**src/rtl/piso_serializer.sv**
```systemverilog
// Parallel-in serial-out converter with a one-word holding buffer, so that
// back-to-back words leave as one unbroken bit stream on x.
module piso_serializer #(
    parameter int WIDTH     = 8,
    parameter bit MSB_FIRST = 1
) (
    input  logic             clk,
    input  logic             rst,
    input  logic [WIDTH-1:0] in_data,
    input  logic             in_valid,
    output logic             in_ready,
    output logic             x,
    output logic             x_valid,
    output logic             word_done,
    output logic             busy
);

    localparam int CW = (WIDTH > 1) ? $clog2(WIDTH) : 1;

    typedef enum logic {IDLE, SHIFT} state_t;

    state_t           state_q, state_d;
    logic [WIDTH-1:0] shift_q, shift_d;
    logic [WIDTH-1:0] hold_q, hold_d;
    logic             hold_full_q, hold_full_d;
    logic [CW-1:0]    cnt_q, cnt_d;
    logic             x_q, x_d;
    logic             x_valid_q, x_valid_d;
    logic             word_done_q, word_done_d;

    logic             accept;
    logic             last_bit;
    logic             load;
    logic [WIDTH-1:0] load_word;

    // The shift register holds the bits not yet placed on x, so its head is
    // always the next bit to emit.
    function automatic logic head_bit(input logic [WIDTH-1:0] w);
        return MSB_FIRST ? w[WIDTH-1] : w[0];
    endfunction

    function automatic logic [WIDTH-1:0] advance(input logic [WIDTH-1:0] w);
        return MSB_FIRST ? {w[WIDTH-2:0], 1'b0} : {1'b0, w[WIDTH-1:1]};
    endfunction

    assign accept   = in_valid & in_ready;
    assign last_bit = (cnt_q == CW'(WIDTH - 1));

    always_ff @(posedge clk) begin
        if (rst) begin
            state_q     <= IDLE;
            shift_q     <= '0;
            hold_q      <= '0;
            hold_full_q <= 1'b0;
            cnt_q       <= '0;
            x_q         <= 1'b0;
            x_valid_q   <= 1'b0;
            word_done_q <= 1'b0;
        end else begin
            state_q     <= state_d;
            shift_q     <= shift_d;
            hold_q      <= hold_d;
            hold_full_q <= hold_full_d;
            cnt_q       <= cnt_d;
            x_q         <= x_d;
            x_valid_q   <= x_valid_d;
            word_done_q <= word_done_d;
        end
    end

    always_comb begin
        state_d = state_q;
        case (state_q)
            IDLE: begin
                if (accept) begin
                    state_d = SHIFT;
                end
            end
            SHIFT: begin
                if (last_bit && !hold_full_q && !accept) begin
                    state_d = IDLE;
                end
            end
            default: state_d = IDLE;
        endcase
    end

    always_comb begin
        shift_d     = shift_q;
        hold_d      = hold_q;
        hold_full_d = hold_full_q;
        cnt_d       = cnt_q;
        x_d         = x_q;
        x_valid_d   = x_valid_q;
        word_done_d = 1'b0;
        load        = 1'b0;
        load_word   = in_data;

        if (state_q == IDLE) begin
            if (accept) begin
                load = 1'b1;
            end else begin
                x_d       = 1'b0;
                x_valid_d = 1'b0;
            end
        end else if (!last_bit) begin
            shift_d     = advance(shift_q);
            x_d         = head_bit(shift_q);
            cnt_d       = cnt_q + 1'b1;
            word_done_d = (cnt_q == CW'(WIDTH - 2));
            if (accept) begin
                hold_d      = in_data;
                hold_full_d = 1'b1;
            end
        end else if (hold_full_q) begin
            load        = 1'b1;
            load_word   = hold_q;
            hold_full_d = 1'b0;
        end else if (accept) begin
            // Hold is empty and the current word ends now: bypass straight in.
            load = 1'b1;
        end else begin
            x_d       = 1'b0;
            x_valid_d = 1'b0;
            cnt_d     = '0;
        end

        if (load) begin
            shift_d   = advance(load_word);
            x_d       = head_bit(load_word);
            x_valid_d = 1'b1;
            cnt_d     = '0;
        end
    end

    always_comb begin
        in_ready  = ~hold_full_q & ~rst;
        busy      = x_valid_q | hold_full_q;
        x         = x_q;
        x_valid   = x_valid_q;
        word_done = word_done_q;
    end

endmodule

```
**config.mk**
```make
export PLATFORM = sky130hd
export DESIGN_NAME = piso_serializer
export DESIGN_NICKNAME = d
export VERILOG_FILES = /design/src/rtl/piso_serializer.sv
export SDC_FILE = /design/constraint.sdc
export NUM_CORES = 1
export LEC_CHECK = 0
export BUFFER_PORTS_ARGS = -buffer_cell sky130_fd_sc_hd__buf_2
export CAP_MARGIN = 20
export CORE_MARGIN = 8
export CORE_UTILIZATION = 52
export DETAILED_ROUTE_END_ITERATION = 12
export PLACE_DENSITY = 0.75
export SLEW_MARGIN = 20
export SYNTH_ARGS = -nofsm -noshare
export SYNTH_HDL_FRONTEND = slang
export SYNTH_SLANG_ARGS = --single-unit
```
**constraint.sdc**
```tcl
create_clock -name clk -period 2.6 [get_ports clk]
set_input_delay 0 -clock clk [delete_from_list [all_inputs] [get_ports clk]]
set_output_delay 0 -clock clk [all_outputs]
set_load 0.02 [all_outputs]
```
==> impl_metrics.prom, run 1 <==
# TYPE chip_impl_metric gauge
chip_impl_info{name="result_of_the_run",value="completed"} 1
chip_impl_metric{name="numPlacedInstances",unit=""} 153
chip_impl_info{name="critical_path.endpoint_type",value="flip-flop"} 1
chip_impl_info{name="ys_top_cells_by_area",value="dfxtp_1 43%, mux2i_1 10%, nor2_1 6.0%"} 1
chip_impl_metric{name="critical_path_required",unit="ps"} 2860
chip_impl_metric{name="num_antenna_cells",unit=""} 0
chip_impl_metric{name="warnings_from_yosys",unit=""} 0
chip_impl_metric{name="final_cell_count_no_fill",unit=""} 165
chip_impl_info{name="crit-reg2reg-launch",value="cnt_q[0]$_SDFFE_PP0P_"} 1
chip_impl_metric{name="min_delay_path_depth",unit=""} 2
chip_impl_info{name="crit_end",value="shift_q[5]$_SDFFE_PP0P_"} 1
chip_impl_info{name="slowest_stage_cell_crit_path",value="a22oi_1"} 1
chip_impl_info{name="worst-setup-path-type",value="flip-flop to flip-flop"} 1
chip_impl_metric{name="antenna_found_initial",unit=""} 0
chip_impl_metric{name="timing.setup.tns",unit="ps"} 0
chip_impl_metric{name="avgViaCountPerCell",unit=""} 5.33
chip_impl_metric{name="syn_avg_cell_area",unit="um^2"} 9.08
chip_impl_metric{name="die_height",unit="um"} 61.4
chip_impl_metric{name="clock_power_share",unit="%"} 25.3
chip_impl_metric{name="finalCritPeriodShare",unit="%"} 75.2
chip_impl_metric{name="grt.overflow.total",unit=""} 0
chip_impl_metric{name="post-route-worst-setup-slack",unit="ps"} 644
chip_impl_metric{name="achievable-frequency",unit="MHz"} 511
chip_impl_info{name="hold_path_startpoint",value="rst"} 1
chip_impl_metric{name="power.static_leakage",unit="nW"} 0.586
chip_impl_metric{name="floorplan.die_area",unit="um^2"} 3770
chip_impl_metric{name="p_sw",unit="uW"} 176
chip_impl_metric{name="power_frac_seq",unit="%"} 59.2
chip_impl_metric{name="synth_cells",unit=""} 118
chip_impl_info{name="unrepaired_setup_endpoints_after_global_routing",value="false"} 1
chip_impl_metric{name="route.antenna.remaining_nets",unit=""} 0
chip_impl_info{name="post_synth_top_area_cell",value="dfxtp_1"} 1
chip_impl_metric{name="finalSetupViolations",unit=""} 0
chip_impl_metric{name="cellPowerDensity",unit="nW/um^2"} 530
chip_impl_metric{name="syn_to_final_growth",unit="%"} 15.7
chip_impl_info{name="critical_path.cell_chain",value="ha_1, ha_1, nand2b_1, a22oi_1, and2_1, a221o_1"} 1
chip_impl_metric{name="slew_viol_final",unit=""} 0
chip_impl_metric{name="netlist_area",unit="um^2"} 1070
chip_impl_info{name="worst_path_most_repeated_cell",value="ha_1"} 1
chip_impl_metric{name="final.min_clock_period",unit="ps"} 1960
chip_impl_metric{name="design.portCount",unit=""} 16
chip_impl_metric{name="final_hold_viol_count",unit=""} 0
chip_impl_metric{name="grt_first_pass_wirelength",unit="mm"} 3.76
chip_impl_metric{name="ratio_of_cells_with_drive_above_1_in_the_final_layout",unit="%"} 18.8
chip_impl_metric{name="clock_skew",unit="ps"} 4.62
chip_impl_metric{name="power.ir.vdd_worst",unit="mV"} 0.408
chip_impl_metric{name="die-width",unit="um"} 61.4
chip_impl_metric{name="max-clock-path-buffers",unit=""} 2
chip_impl_metric{name="grt_usage",unit="%"} 13.2
chip_impl_info{name="root_buffer",value="clkbuf_4"} 1
chip_impl_metric{name="skew_pair_late_insertion_delay",unit="ps"} 310
chip_impl_metric{name="place_congestion",unit=""} 0.770
chip_impl_metric{name="numClockSinks",unit=""} 23
chip_impl_metric{name="clk_transition_reported_paths",unit="ps"} 130
chip_impl_metric{name="yosysUniqueCellTypes",unit=""} 30
chip_impl_metric{name="rrSetupSlack",unit="ps"} 640
chip_impl_metric{name="synth_top_area_share",unit="%"} 43.0
chip_impl_info{name="mostFrequentLayoutCell",value="dfxtp_1"} 1
chip_impl_metric{name="num_vias",unit=""} 880
chip_impl_info{name="timing.hold.worst.class",value="primary input to flip-flop"} 1
chip_impl_metric{name="synth-seq-area-share",unit="%"} 43.0
chip_impl_metric{name="internal_power",unit="uW"} 480
chip_impl_info{name="worstSetupStartpoint",value="cnt_q[0]$_SDFFE_PP0P_"} 1
chip_impl_info{name="crit-reg2reg-capture",value="shift_q[5]$_SDFFE_PP0P_"} 1
chip_impl_metric{name="reg2regPathDepth",unit=""} 6
chip_impl_metric{name="max_cap_viol_count",unit=""} 0
chip_impl_metric{name="route.detailed.drc",unit=""} 0
chip_impl_metric{name="fp-row-count",unit=""} 16
chip_impl_metric{name="tightest_slew",unit="ps"} 508
chip_impl_metric{name="drt-initial-drc-count",unit=""} 23
chip_impl_metric{name="yosys_register_bits",unit=""} 23
chip_impl_metric{name="worst-endpoint-arrival",unit="ps"} 2210
chip_impl_metric{name="slowest_delay",unit="ps"} 410
chip_impl_metric{name="avgRoutedWirePerCell",unit="um"} 13.6
chip_impl_metric{name="pre_cts_ws",unit="ps"} 713
chip_impl_metric{name="core",unit="um^2"} 1960
chip_impl_metric{name="vias_in_the_first_global_route",unit=""} 805
chip_impl_metric{name="drt_wl_total",unit="mm"} 2.25
chip_impl_info{name="worst_setup_path_start_kind",value="flip-flop"} 1
chip_impl_metric{name="layout.nets",unit=""} 153
chip_impl_info{name="mostFrequentLayoutCells",value="23 x dfxtp_1, 17 x nor2_1, 16 x nand2_1, 15 x buf_2, 11 x mux2i_1"} 1
chip_impl_metric{name="htree_levels",unit=""} 1
chip_impl_metric{name="grt_max_degree",unit=""} 19
chip_impl_metric{name="critPathMaxFanout",unit=""} 8
chip_impl_metric{name="share_comb_of_total_power",unit="%"} 15.5
chip_impl_metric{name="cts-buffers-inserted",unit=""} 3
chip_impl_metric{name="post-dp-hpwl",unit="mm"} 1.61
chip_impl_metric{name="start_util",unit="%"} 54.6
chip_impl_metric{name="port_buffers",unit=""} 15
chip_impl_metric{name="relSlewSlack",unit="%"} 66.0
chip_impl_metric{name="cts_resized",unit=""} 0
chip_impl_metric{name="drt-pass1-iter-count",unit=""} 4
chip_impl_info{name="cts_tree",value="yes"} 1
chip_impl_metric{name="syn-num-nets",unit=""} 132
chip_impl_metric{name="power.switching_fraction",unit="%"} 26.8
[stage by stage]
stage | instance area (um^2) | utilization [%] | hold slack, ps | total power [mW]
2_1_floorplan | 1070 | - | 144 | 0.465
3_3_place_gp | 1130 | 57.7 | 256 | 0.485
3_5_place_dp | 1130 | 57.7 | 259 | 0.489
4_1_cts | 1240 | 63.1 | 40.6 | 0.659
5_1_grt | 1240 | 63.1 | 59.9 | 0.689
6_report | 1240 | 63.1 | 50.2 | 0.657
[cells in the mapped netlist]
cell type,count
clkbuf_1,2
buf_4,1
a22oi_1,1
buf_2,2
o211ai_1,1
nor2b_1,1
nor3_1,2
o21ai_1,1
nand2b_1,3
ha_1,3
a21oi_2,4
buf_6,2
o21a_1,1
o31ai_1,1
nor2_1,17
nand3_1,4
inv_1,3
nand2_1,16
and3_1,2
a32o_1,2
and2_1,1
a21oi_1,3
o2bb2ai_1,1
or4_4,1
mux2i_1,11
a221o_1,4
nor2b_4,1
dfxtp_1,23
a211oi_1,2
or2_2,2
[routing by layer]
layer	global-route usage, %	share of wire [%]
met5	0	0
met4	5.52	0.44
met3	3.76	6.3
met2	20.3	46
met1	16.9	48
[critical path, delay by kind of cell, from the launching register on]
family / cells / cell delay (ps)
AO/OA/AOI/OAI: 2 / 590
adder cells (fa/ha/maj): 2 / 520
flip-flops: 1 / 390
AND/OR/NAND/NOR: 2 / 410
[layout make-up]
class	count	area, um^2
well taps	27	33.8
flip-flops and latches	23	460
repair buffers	23	155
clock buffers	4	26.3
fillers	194	723
inverters	3	11.3
multi-input cells	85	552
[sequential cells by signal (all words and copies together), names as in the netlist]
register	cells
cnt_q	3
hold_full_q	1
hold_q	8
x	1
word_done	1
x_valid	1
shift_q	7
state_q	1
[repair_timing]
| item | 4_1_cts | 5_1_grt |
|---|---|---|
| hold buffers | 8 | 0 |
| hold endpoints to repair | 8 | 0 |
| buffers inserted | 0 | 0 |
[power by group through the flow]
stage / Combinational (mW) / Clock, mW / Sequential (mW)
6_report: 0.102 / 0.166 / 0.388
5_1_grt: 0.112 / 0.186 / 0.391
4_1_cts: 0.102 / 0.168 / 0.388
3_5_place_dp: 0.0929 / 0 / 0.396
3_3_place_gp: 0.0905 / 0 / 0.395
2_1_floorplan: 0.0735 / 0 / 0.391
[cell families after synthesis]
kind of cell	synth area share [%]
compound gates	15.8
fa+ha+maj	3.51
buf+inv	5.49
flops	43.0
mux	10.3
simple gates	22.0
[worst min-delay path by stage]
stage,slack [ps],to
after detailed placement,260,hold_q[5]$_SDFFE_PP0P_
after global routing,60,hold_q[2]$_SDFFE_PP0P_
final,50,hold_q[6]$_SDFFE_PP0P_
after CTS,40,hold_full_q$_SDFFE_PP0P_
after floorplan,140,hold_q[0]$_SDFFE_PP0P_
after global placement,260,hold_q[5]$_SDFFE_PP0P_
No activity file was read; power rests on OpenSTA's default activity.
==> run 2, diff against run 1 <==
ABC_AREA = 1   (was not set)
PLACE_DENSITY = 0.74   (was 0.75)
clock period = 2.03 ns   (was 2.6 ns; I/O delays follow)
==> impl_metrics.prom, run 2 <==
# TYPE chip_impl_metric gauge
chip_impl_metric{name="max_cap_viol_count",unit=""} 0
chip_impl_metric{name="design.portCount",unit=""} 16
chip_impl_metric{name="worst-endpoint-arrival",unit="ps"} 2090
chip_impl_metric{name="drt_wl_total",unit="mm"} 2.47
chip_impl_info{name="timing.hold.worst.class",value="primary input to flip-flop"} 1
chip_impl_info{name="crit-reg2reg-capture",value="hold_q[2]$_SDFFE_PP0P_"} 1
chip_impl_metric{name="yosysUniqueCellTypes",unit=""} 17
chip_impl_info{name="regMostFlops",value="hold_q"} 1
chip_impl_metric{name="num_vias",unit=""} 1077
chip_impl_metric{name="largest_register_ffs",unit=""} 8
chip_impl_metric{name="cts_resized",unit=""} 0
chip_impl_info{name="registers_with_the_most_flip_flops",value="hold_q x8, shift_q x7, cnt_q x3"} 1
chip_impl_metric{name="die_height",unit="um"} 62.7
chip_impl_metric{name="slew_viol_final",unit=""} 0
chip_impl_metric{name="yosys_register_bits",unit=""} 23
chip_impl_metric{name="ys_async_sr_fraction",unit="%"} 0
chip_impl_metric{name="layout.nets",unit=""} 196
chip_impl_metric{name="cellPowerDensity",unit="nW/um^2"} 637
chip_impl_info{name="synth-main-ff-cell",value="dfxtp_1"} 1
chip_impl_metric{name="power_frac_seq",unit="%"} 58.9
chip_impl_info{name="worst_setup_path_start_kind",value="flip-flop"} 1
chip_impl_metric{name="critPathMaxFanout",unit=""} 18
chip_impl_info{name="result_of_the_run",value="completed"} 1
chip_impl_info{name="ys_top_cells_by_area",value="dfxtp_1 41%, nand2_1 13%, nor2_1 7.0%"} 1
chip_impl_metric{name="achievable-frequency",unit="MHz"} 545
chip_impl_metric{name="clock_power_share",unit="%"} 25.1
chip_impl_metric{name="grt_first_pass_wirelength",unit="mm"} 4.40
chip_impl_metric{name="netlist_area",unit="um^2"} 1130
chip_impl_metric{name="start_util",unit="%"} 53.2
chip_impl_info{name="worstSetupStartpoint",value="cnt_q[1]$_SDFFE_PP0P_"} 1
chip_impl_metric{name="filler_cell_count",unit=""} 203
chip_impl_info{name="mostFrequentLayoutCells",value="38 x nand2_1, 23 x dfxtp_1, 21 x nor2_1, 15 x inv_1, 15 x buf_2"} 1
chip_impl_metric{name="route.detailed.drc",unit=""} 0
chip_impl_metric{name="place_congestion",unit=""} 0.872
chip_impl_metric{name="final.min_clock_period",unit="ps"} 1840
chip_impl_info{name="mostFrequentLayoutCell",value="nand2_1"} 1
chip_impl_metric{name="ratio_of_cells_with_drive_above_1_in_the_final_layout",unit="%"} 14.9
chip_impl_metric{name="power.static_leakage",unit="nW"} 0.675
chip_impl_info{name="root_buffer",value="clkbuf_4"} 1
chip_impl_metric{name="timing.setup.tns",unit="ps"} 0
chip_impl_metric{name="relSlewSlack",unit="%"} 69.1
chip_impl_metric{name="clk_transition_reported_paths",unit="ps"} 130
chip_impl_metric{name="fin_total_pwr",unit="uW"} 837
chip_impl_info{name="crit_end",value="hold_q[2]$_SDFFE_PP0P_"} 1
chip_impl_metric{name="cts_setup_buffers",unit=""} 0
chip_impl_metric{name="avgRoutedWirePerCell",unit="um"} 11.8
chip_impl_metric{name="syn_avg_cell_area",unit="um^2"} 7.12
chip_impl_metric{name="vias_in_the_first_global_route",unit=""} 1050
chip_impl_metric{name="skew_pair_late_insertion_delay",unit="ps"} 320
chip_impl_info{name="unrepaired_setup_endpoints_after_global_routing",value="false"} 1
chip_impl_metric{name="synth_edf_count",unit=""} 0
chip_impl_metric{name="core",unit="um^2"} 2130
chip_impl_metric{name="port_buffers",unit=""} 15
chip_impl_metric{name="fp-row-count",unit=""} 17
chip_impl_info{name="worst-setup-path-type",value="flip-flop to flip-flop"} 1
chip_impl_metric{name="finalSetupViolations",unit=""} 0
chip_impl_metric{name="grt_usage",unit="%"} 13.4
chip_impl_metric{name="grt.overflow.total",unit=""} 0
chip_impl_metric{name="drt-pass1-iter-count",unit=""} 4
chip_impl_info{name="critical_path.endpoint_type",value="flip-flop"} 1
chip_impl_metric{name="final_core_util",unit="%"} 61.8
chip_impl_info{name="post_synth_top_area_cell",value="dfxtp_1"} 1
chip_impl_metric{name="grt_max_degree",unit=""} 19
chip_impl_metric{name="die-width",unit="um"} 62.7
chip_impl_metric{name="synth_cells",unit=""} 159
chip_impl_metric{name="clock_skew",unit="ps"} 7.87
chip_impl_metric{name="cts-buffers-inserted",unit=""} 3
chip_impl_info{name="synthTopCellsByCount",value="38 x nand2_1, 23 x dfxtp_1, 21 x nor2_1"} 1
chip_impl_metric{name="avgViaCountPerCell",unit=""} 5.15
chip_impl_info{name="crit-reg2reg-launch",value="cnt_q[1]$_SDFFE_PP0P_"} 1
chip_impl_metric{name="post-route-worst-setup-slack",unit="ps"} 194
chip_impl_metric{name="synth-seq-area-share",unit="%"} 40.7
chip_impl_metric{name="syn_to_final_growth",unit="%"} 16.1
chip_impl_metric{name="htree_levels",unit=""} 1
chip_impl_metric{name="syn-num-nets",unit=""} 173
chip_impl_metric{name="p_sw",unit="uW"} 237
chip_impl_info{name="post-synth-top-count-cell",value="nand2_1"} 1
chip_impl_metric{name="internal_power",unit="uW"} 601
chip_impl_metric{name="share_comb_of_total_power",unit="%"} 16.0
chip_impl_metric{name="warnings_from_yosys",unit=""} 0
chip_impl_metric{name="num_antenna_cells",unit=""} 0
chip_impl_info{name="cts_tree",value="yes"} 1
chip_impl_metric{name="numPlacedInstances",unit=""} 196
chip_impl_metric{name="final_cell_count_no_fill",unit=""} 209
chip_impl_metric{name="finalCritPeriodShare",unit="%"} 90.4
chip_impl_info{name="hold_path_startpoint",value="in_valid"} 1
chip_impl_metric{name="rrSetupSlack",unit="ps"} 190
chip_impl_metric{name="tightest_slew",unit="ps"} 462
chip_impl_metric{name="antenna_found_initial",unit=""} 0
chip_impl_metric{name="synth_top_area_share",unit="%"} 40.7
chip_impl_metric{name="final_hold_viol_count",unit=""} 0
chip_impl_metric{name="numClockSinks",unit=""} 23
chip_impl_metric{name="pre_cts_ws",unit="ps"} 260
chip_impl_metric{name="floorplan.die_area",unit="um^2"} 3930
chip_impl_metric{name="power.ir.vdd_worst",unit="mV"} 0.479
chip_impl_metric{name="max-clock-path-buffers",unit=""} 2
chip_impl_metric{name="route.antenna.remaining_nets",unit=""} 0
chip_impl_metric{name="reg2regPathDepth",unit=""} 8
chip_impl_metric{name="post-dp-hpwl",unit="mm"} 1.91
chip_impl_metric{name="drt-initial-drc-count",unit=""} 36
chip_impl_metric{name="cts_hold_repair.buffers",unit=""} 9
chip_impl_metric{name="critical_path_required",unit="ps"} 2280
chip_impl_metric{name="power.switching_fraction",unit="%"} 28.3
==> run 2: cells by family (layout without fill, tap and decap cells) <==
family,Yosys count,after routing,synth area share [%]
buffers and inverters,22,44,9.28
adder cells (fa/ha/maj),3,3,3.32
AND/OR/NAND/NOR,91,91,37.9
flip-flops,23,23,40.7
AO/OA/AOI/OAI,20,20,8.84
==> run 2: critical path, cell delays in order, from the launching register on <==
cell and delay (ps):
dfxtp_1 380, ha_1 160, ha_1 310, inv_2 70, nand2_2 280, inv_1 180, nand2_4 150, o21ai_0 80
a21oi_1 160
==> run 2: layout make-up <==
cell class / count / area, um^2 / area share, %
Clock inverter: 1 / 5.00 / 0.381
Clock buffer: 3 / 22.5 / 1.71
Sequential cell: 23 / 460 / 35.0
Multi-Input combinational cell: 114 / 567 / 43.1
Timing Repair Buffer: 24 / 165 / 12.6
Tap cell: 28 / 35.0 / 2.66
Inverter: 16 / 60.1 / 4.57
==> run 2: power groups by stage <==
stage	combinational [mW]	sequential (mW)	clock, mW
2_1_floorplan	0.0913	0.497	0
3_3_place_gp	0.117	0.502	0
3_5_place_dp	0.121	0.503	0
4_1_cts	0.134	0.493	0.213
5_1_grt	0.152	0.497	0.232
6_report	0.134	0.493	0.210
==> run 2: how the worst min path moves through the flow <==
stage / slack (ps) / end / cells after the start
6_report: 130 / shift_q[2]$_SDFFE_PP0P_ / 6
4_1_cts: 130 / shift_q[2]$_SDFFE_PP0P_ / 6
3_3_place_gp: 240 / hold_q[3]$_SDFFE_PP0P_ / 3
3_5_place_dp: 250 / hold_q[4]$_SDFFE_PP0P_ / 3
2_1_floorplan: 30 / in_ready / 1
5_1_grt: 180 / hold_q[7]$_SDFFE_PP0P_ / 4
==> run 2: metrics by stage <==
step           cell area [um^2]  hold WS [ps]
3_5_place_dp               1200           251
6_report                   1320           133
4_1_cts                    1320           135
2_1_floorplan              1130          34.9
3_3_place_gp               1200           243
5_1_grt                    1320           175
==> run 2: routing by layer <==
| layer | global-route usage [%] | part of all wire (%) | wire length (um) | vias to the layer above |
|---|---|---|---|---|
| met5 | 0 | 0 | 0 | - |
| met4 | 7.12 | 1.9 | 48 | 0 |
| met3 | 3.76 | 5.8 | 143 | 5 |
| met2 | 22.9 | 48 | 1180 | 30 |
| met1 | 14.6 | 44 | 1100 | 480 |
| li1 | - | - | - | 562 |
==> run 3, diff against run 2 <==
SETUP_SLACK_MARGIN = 0.5   (was not set)
==> impl_metrics.prom, run 3 (synthesis gave the netlist of run 2 again) <==
# TYPE chip_impl_metric gauge
chip_impl_metric{name="final_cell_count_no_fill",unit=""} 211
chip_impl_metric{name="tightest_slew",unit="ps"} 512
chip_impl_info{name="worst_path_most_repeated_cell",value="inv_4"} 1
chip_impl_info{name="root_buffer",value="clkbuf_4"} 1
chip_impl_metric{name="design.portCount",unit=""} 16
chip_impl_metric{name="floorplan.die_area",unit="um^2"} 3930
chip_impl_metric{name="layout.nets",unit=""} 198
chip_impl_metric{name="avgRoutedWirePerCell",unit="um"} 12.5
chip_impl_metric{name="critical_path_required",unit="ps"} 2250
chip_impl_info{name="timing.critical_path.max_delay_family",value="adder cells"} 1
chip_impl_metric{name="fp-row-count",unit=""} 17
chip_impl_metric{name="post-dp-hpwl",unit="mm"} 1.91
chip_impl_metric{name="num_antenna_cells",unit=""} 0
chip_impl_metric{name="grt_max_degree",unit=""} 19
chip_impl_metric{name="vias_in_the_first_global_route",unit=""} 1060
chip_impl_metric{name="area_of_the_multi_input_gates",unit="um^2"} 613
chip_impl_metric{name="p_sw",unit="uW"} 248
chip_impl_metric{name="route.antenna.remaining_nets",unit=""} 0
chip_impl_info{name="slowest_stage_cell_crit_path",value="dfxtp_2"} 1
chip_impl_metric{name="slowest_delay",unit="ps"} 350
chip_impl_metric{name="critPathMaxFanout",unit=""} 18
chip_impl_metric{name="die-width",unit="um"} 62.7
chip_impl_metric{name="cellPowerDensity",unit="nW/um^2"} 615
chip_impl_metric{name="max-clock-path-buffers",unit=""} 2
chip_impl_metric{name="drt-pass1-iter-count",unit=""} 4
chip_impl_metric{name="grt.overflow.total",unit=""} 0
chip_impl_info{name="registers_with_the_most_flip_flops",value="hold_q x8, shift_q x7, cnt_q x3"} 1
chip_impl_metric{name="reg2regPathDepth",unit=""} 8
chip_impl_metric{name="skew_pair_late_insertion_delay",unit="ps"} 320
chip_impl_metric{name="numPlacedInstances",unit=""} 196
chip_impl_metric{name="rrSetupSlack",unit="ps"} 560
chip_impl_metric{name="grt_first_pass_wirelength",unit="mm"} 4.39
chip_impl_metric{name="route.detailed.drc",unit=""} 0
chip_impl_metric{name="port_buffers",unit=""} 15
chip_impl_metric{name="htree_levels",unit=""} 1
chip_impl_info{name="regMostFlops",value="hold_q"} 1
chip_impl_metric{name="clk_transition_reported_paths",unit="ps"} 130
chip_impl_metric{name="cp.depth",unit=""} 8
chip_impl_metric{name="place_congestion",unit=""} 0.872
chip_impl_info{name="critical_path.cell_chain",value="ha_1, ha_4, inv_4, nand2_8, inv_4, nand2_4, o21ai_0, a21oi_1"} 1
chip_impl_metric{name="die_height",unit="um"} 62.7
chip_impl_metric{name="cts-buffers-inserted",unit=""} 3
chip_impl_metric{name="num_vias",unit=""} 1103
chip_impl_info{name="mostFrequentLayoutCells",value="37 x nand2_1, 21 x nor2_1, 20 x dfxtp_1, 15 x buf_2, 14 x inv_1"} 1
chip_impl_info{name="worst-setup-path-type",value="flip-flop to flip-flop"} 1
chip_impl_metric{name="drt-initial-drc-count",unit=""} 29
chip_impl_metric{name="drt_wl_total",unit="mm"} 2.64
chip_impl_info{name="cts_tree",value="yes"} 1
chip_impl_metric{name="fin_total_pwr",unit="uW"} 852
chip_impl_metric{name="max_cap_viol_count",unit=""} 0
chip_impl_metric{name="antenna_found_initial",unit=""} 0
chip_impl_info{name="unrepaired_setup_endpoints_after_global_routing",value="true"} 1
chip_impl_metric{name="clock_power_share",unit="%"} 25.1
chip_impl_metric{name="share_comb_of_total_power",unit="%"} 16.6
chip_impl_metric{name="numClockSinks",unit=""} 23
chip_impl_metric{name="clock_skew",unit="ps"} 5.66
chip_impl_info{name="crit-reg2reg-capture",value="hold_q[2]$_SDFFE_PP0P_"} 1
chip_impl_metric{name="grt_usage",unit="%"} 13.3
chip_impl_metric{name="start_util",unit="%"} 53.2
chip_impl_metric{name="final_hold_viol_count",unit=""} 0
chip_impl_metric{name="slew_viol_final",unit=""} 0
chip_impl_metric{name="worst-endpoint-arrival",unit="ps"} 1690
chip_impl_info{name="mostFrequentLayoutCell",value="nand2_1"} 1
chip_impl_info{name="worst_setup_path_start_kind",value="flip-flop"} 1
chip_impl_info{name="result_of_the_run",value="completed"} 1
chip_impl_info{name="crit_end",value="hold_q[2]$_SDFFE_PP0P_"} 1
chip_impl_metric{name="internal_power",unit="uW"} 605
chip_impl_metric{name="power.switching_fraction",unit="%"} 29.1
chip_impl_metric{name="final.min_clock_period",unit="ps"} 1470
chip_impl_info{name="crit-reg2reg-launch",value="cnt_q[0]$_SDFFE_PP0P_"} 1
chip_impl_metric{name="ratio_of_cells_with_drive_above_1_in_the_final_layout",unit="%"} 20.2
chip_impl_metric{name="timing.setup.tns",unit="ps"} 0
chip_impl_metric{name="filler_cell_count",unit=""} 196
chip_impl_metric{name="power.ir.vdd_worst",unit="mV"} 0.485
chip_impl_metric{name="core",unit="um^2"} 2130
chip_impl_info{name="worstSetupStartpoint",value="cnt_q[0]$_SDFFE_PP0P_"} 1
chip_impl_metric{name="largest_register_ffs",unit=""} 8
chip_impl_metric{name="crit_buf_inv",unit=""} 2
chip_impl_metric{name="finalSetupViolations",unit=""} 0
chip_impl_metric{name="power.static_leakage",unit="nW"} 0.690
chip_impl_metric{name="relSlewSlack",unit="%"} 65.8
chip_impl_metric{name="achievable-frequency",unit="MHz"} 680
chip_impl_metric{name="hold_ws",unit="ps"} 125
chip_impl_metric{name="area.sequential",unit="um^2"} 464
chip_impl_info{name="timing.hold.worst.class",value="primary input to flip-flop"} 1
chip_impl_metric{name="finalCritPeriodShare",unit="%"} 72.4
chip_impl_metric{name="power_frac_seq",unit="%"} 58.3
chip_impl_metric{name="avgViaCountPerCell",unit=""} 5.23
chip_impl_metric{name="syn_to_final_growth",unit="%"} 22.3
chip_impl_info{name="critical_path.endpoint_type",value="flip-flop"} 1
[run 3: repair_timing]
action	in CTS	in global routing
setup endpoints to repair	22	19
hold buffers	9	0
buffers inserted	0	2
endpoints found under the hold margin	10	0
resized for setup	5	10
pin swaps	0	1
[run 3: area by class of cell]
type	count	share of cell area, %
clock buffer	3	1.63
multi-input combinational	114	44.3
tap	28	2.53
timing repair buffer	26	13.0
sequential	23	33.5
inverter	16	4.70
clock inverter	1	0.361
[run 3: worst reg2reg max path, stage by stage, from the launching register on]
cell and delay (ps):
dfxtp_2 350, ha_1 220, ha_4 200, inv_4 90
nand2_8 100, inv_4 110, nand2_4 90, o21ai_0 150
a21oi_1 70
[run 3: worst min-delay path by stage]
stage	start	end	slack, ps	cells after the start
3_5_place_dp	in_data[4]	hold_q[4]$_SDFFE_PP0P_	250	3
5_1_grt	in_valid	state_q$_SDFF_PP0_	150	5
3_3_place_gp	in_data[3]	hold_q[3]$_SDFFE_PP0P_	240	3
4_1_cts	in_valid	shift_q[2]$_SDFFE_PP0P_	130	6
2_1_floorplan	rst	in_ready	30	1
6_report	in_valid	state_q$_SDFF_PP0_	130	5
[run 3: stage by stage]
step | worst slack, ps | instance area, um^2 | utilization [%]
global route | 457 | 1390 | 65.1
finish | 560 | 1390 | 65.1
global placement | 351 | 1200 | 56.3
detailed placement | 260 | 1200 | 56.3
CTS | 507 | 1340 | 62.9
floorplan | 527 | 1130 | -
[run 3: power groups by stage]
stage | Sequential [mW] | Combinational (mW) | Clock (mW)
CTS | 0.494 | 0.135 | 0.213
global placement | 0.502 | 0.117 | 0
floorplan | 0.497 | 0.0913 | 0
detailed placement | 0.503 | 0.121 | 0
finish | 0.497 | 0.141 | 0.214
global route | 0.501 | 0.159 | 0.232
[run 3: routing by layer]
metal	track usage, %	vias to the layer above	part of all wire [%]
met2	22.6	31	48
li1	-	562	-
met5	0	-	0
met4	7.12	0	1.7
met1	14.7	505	44
met3	3.76	5	6.6
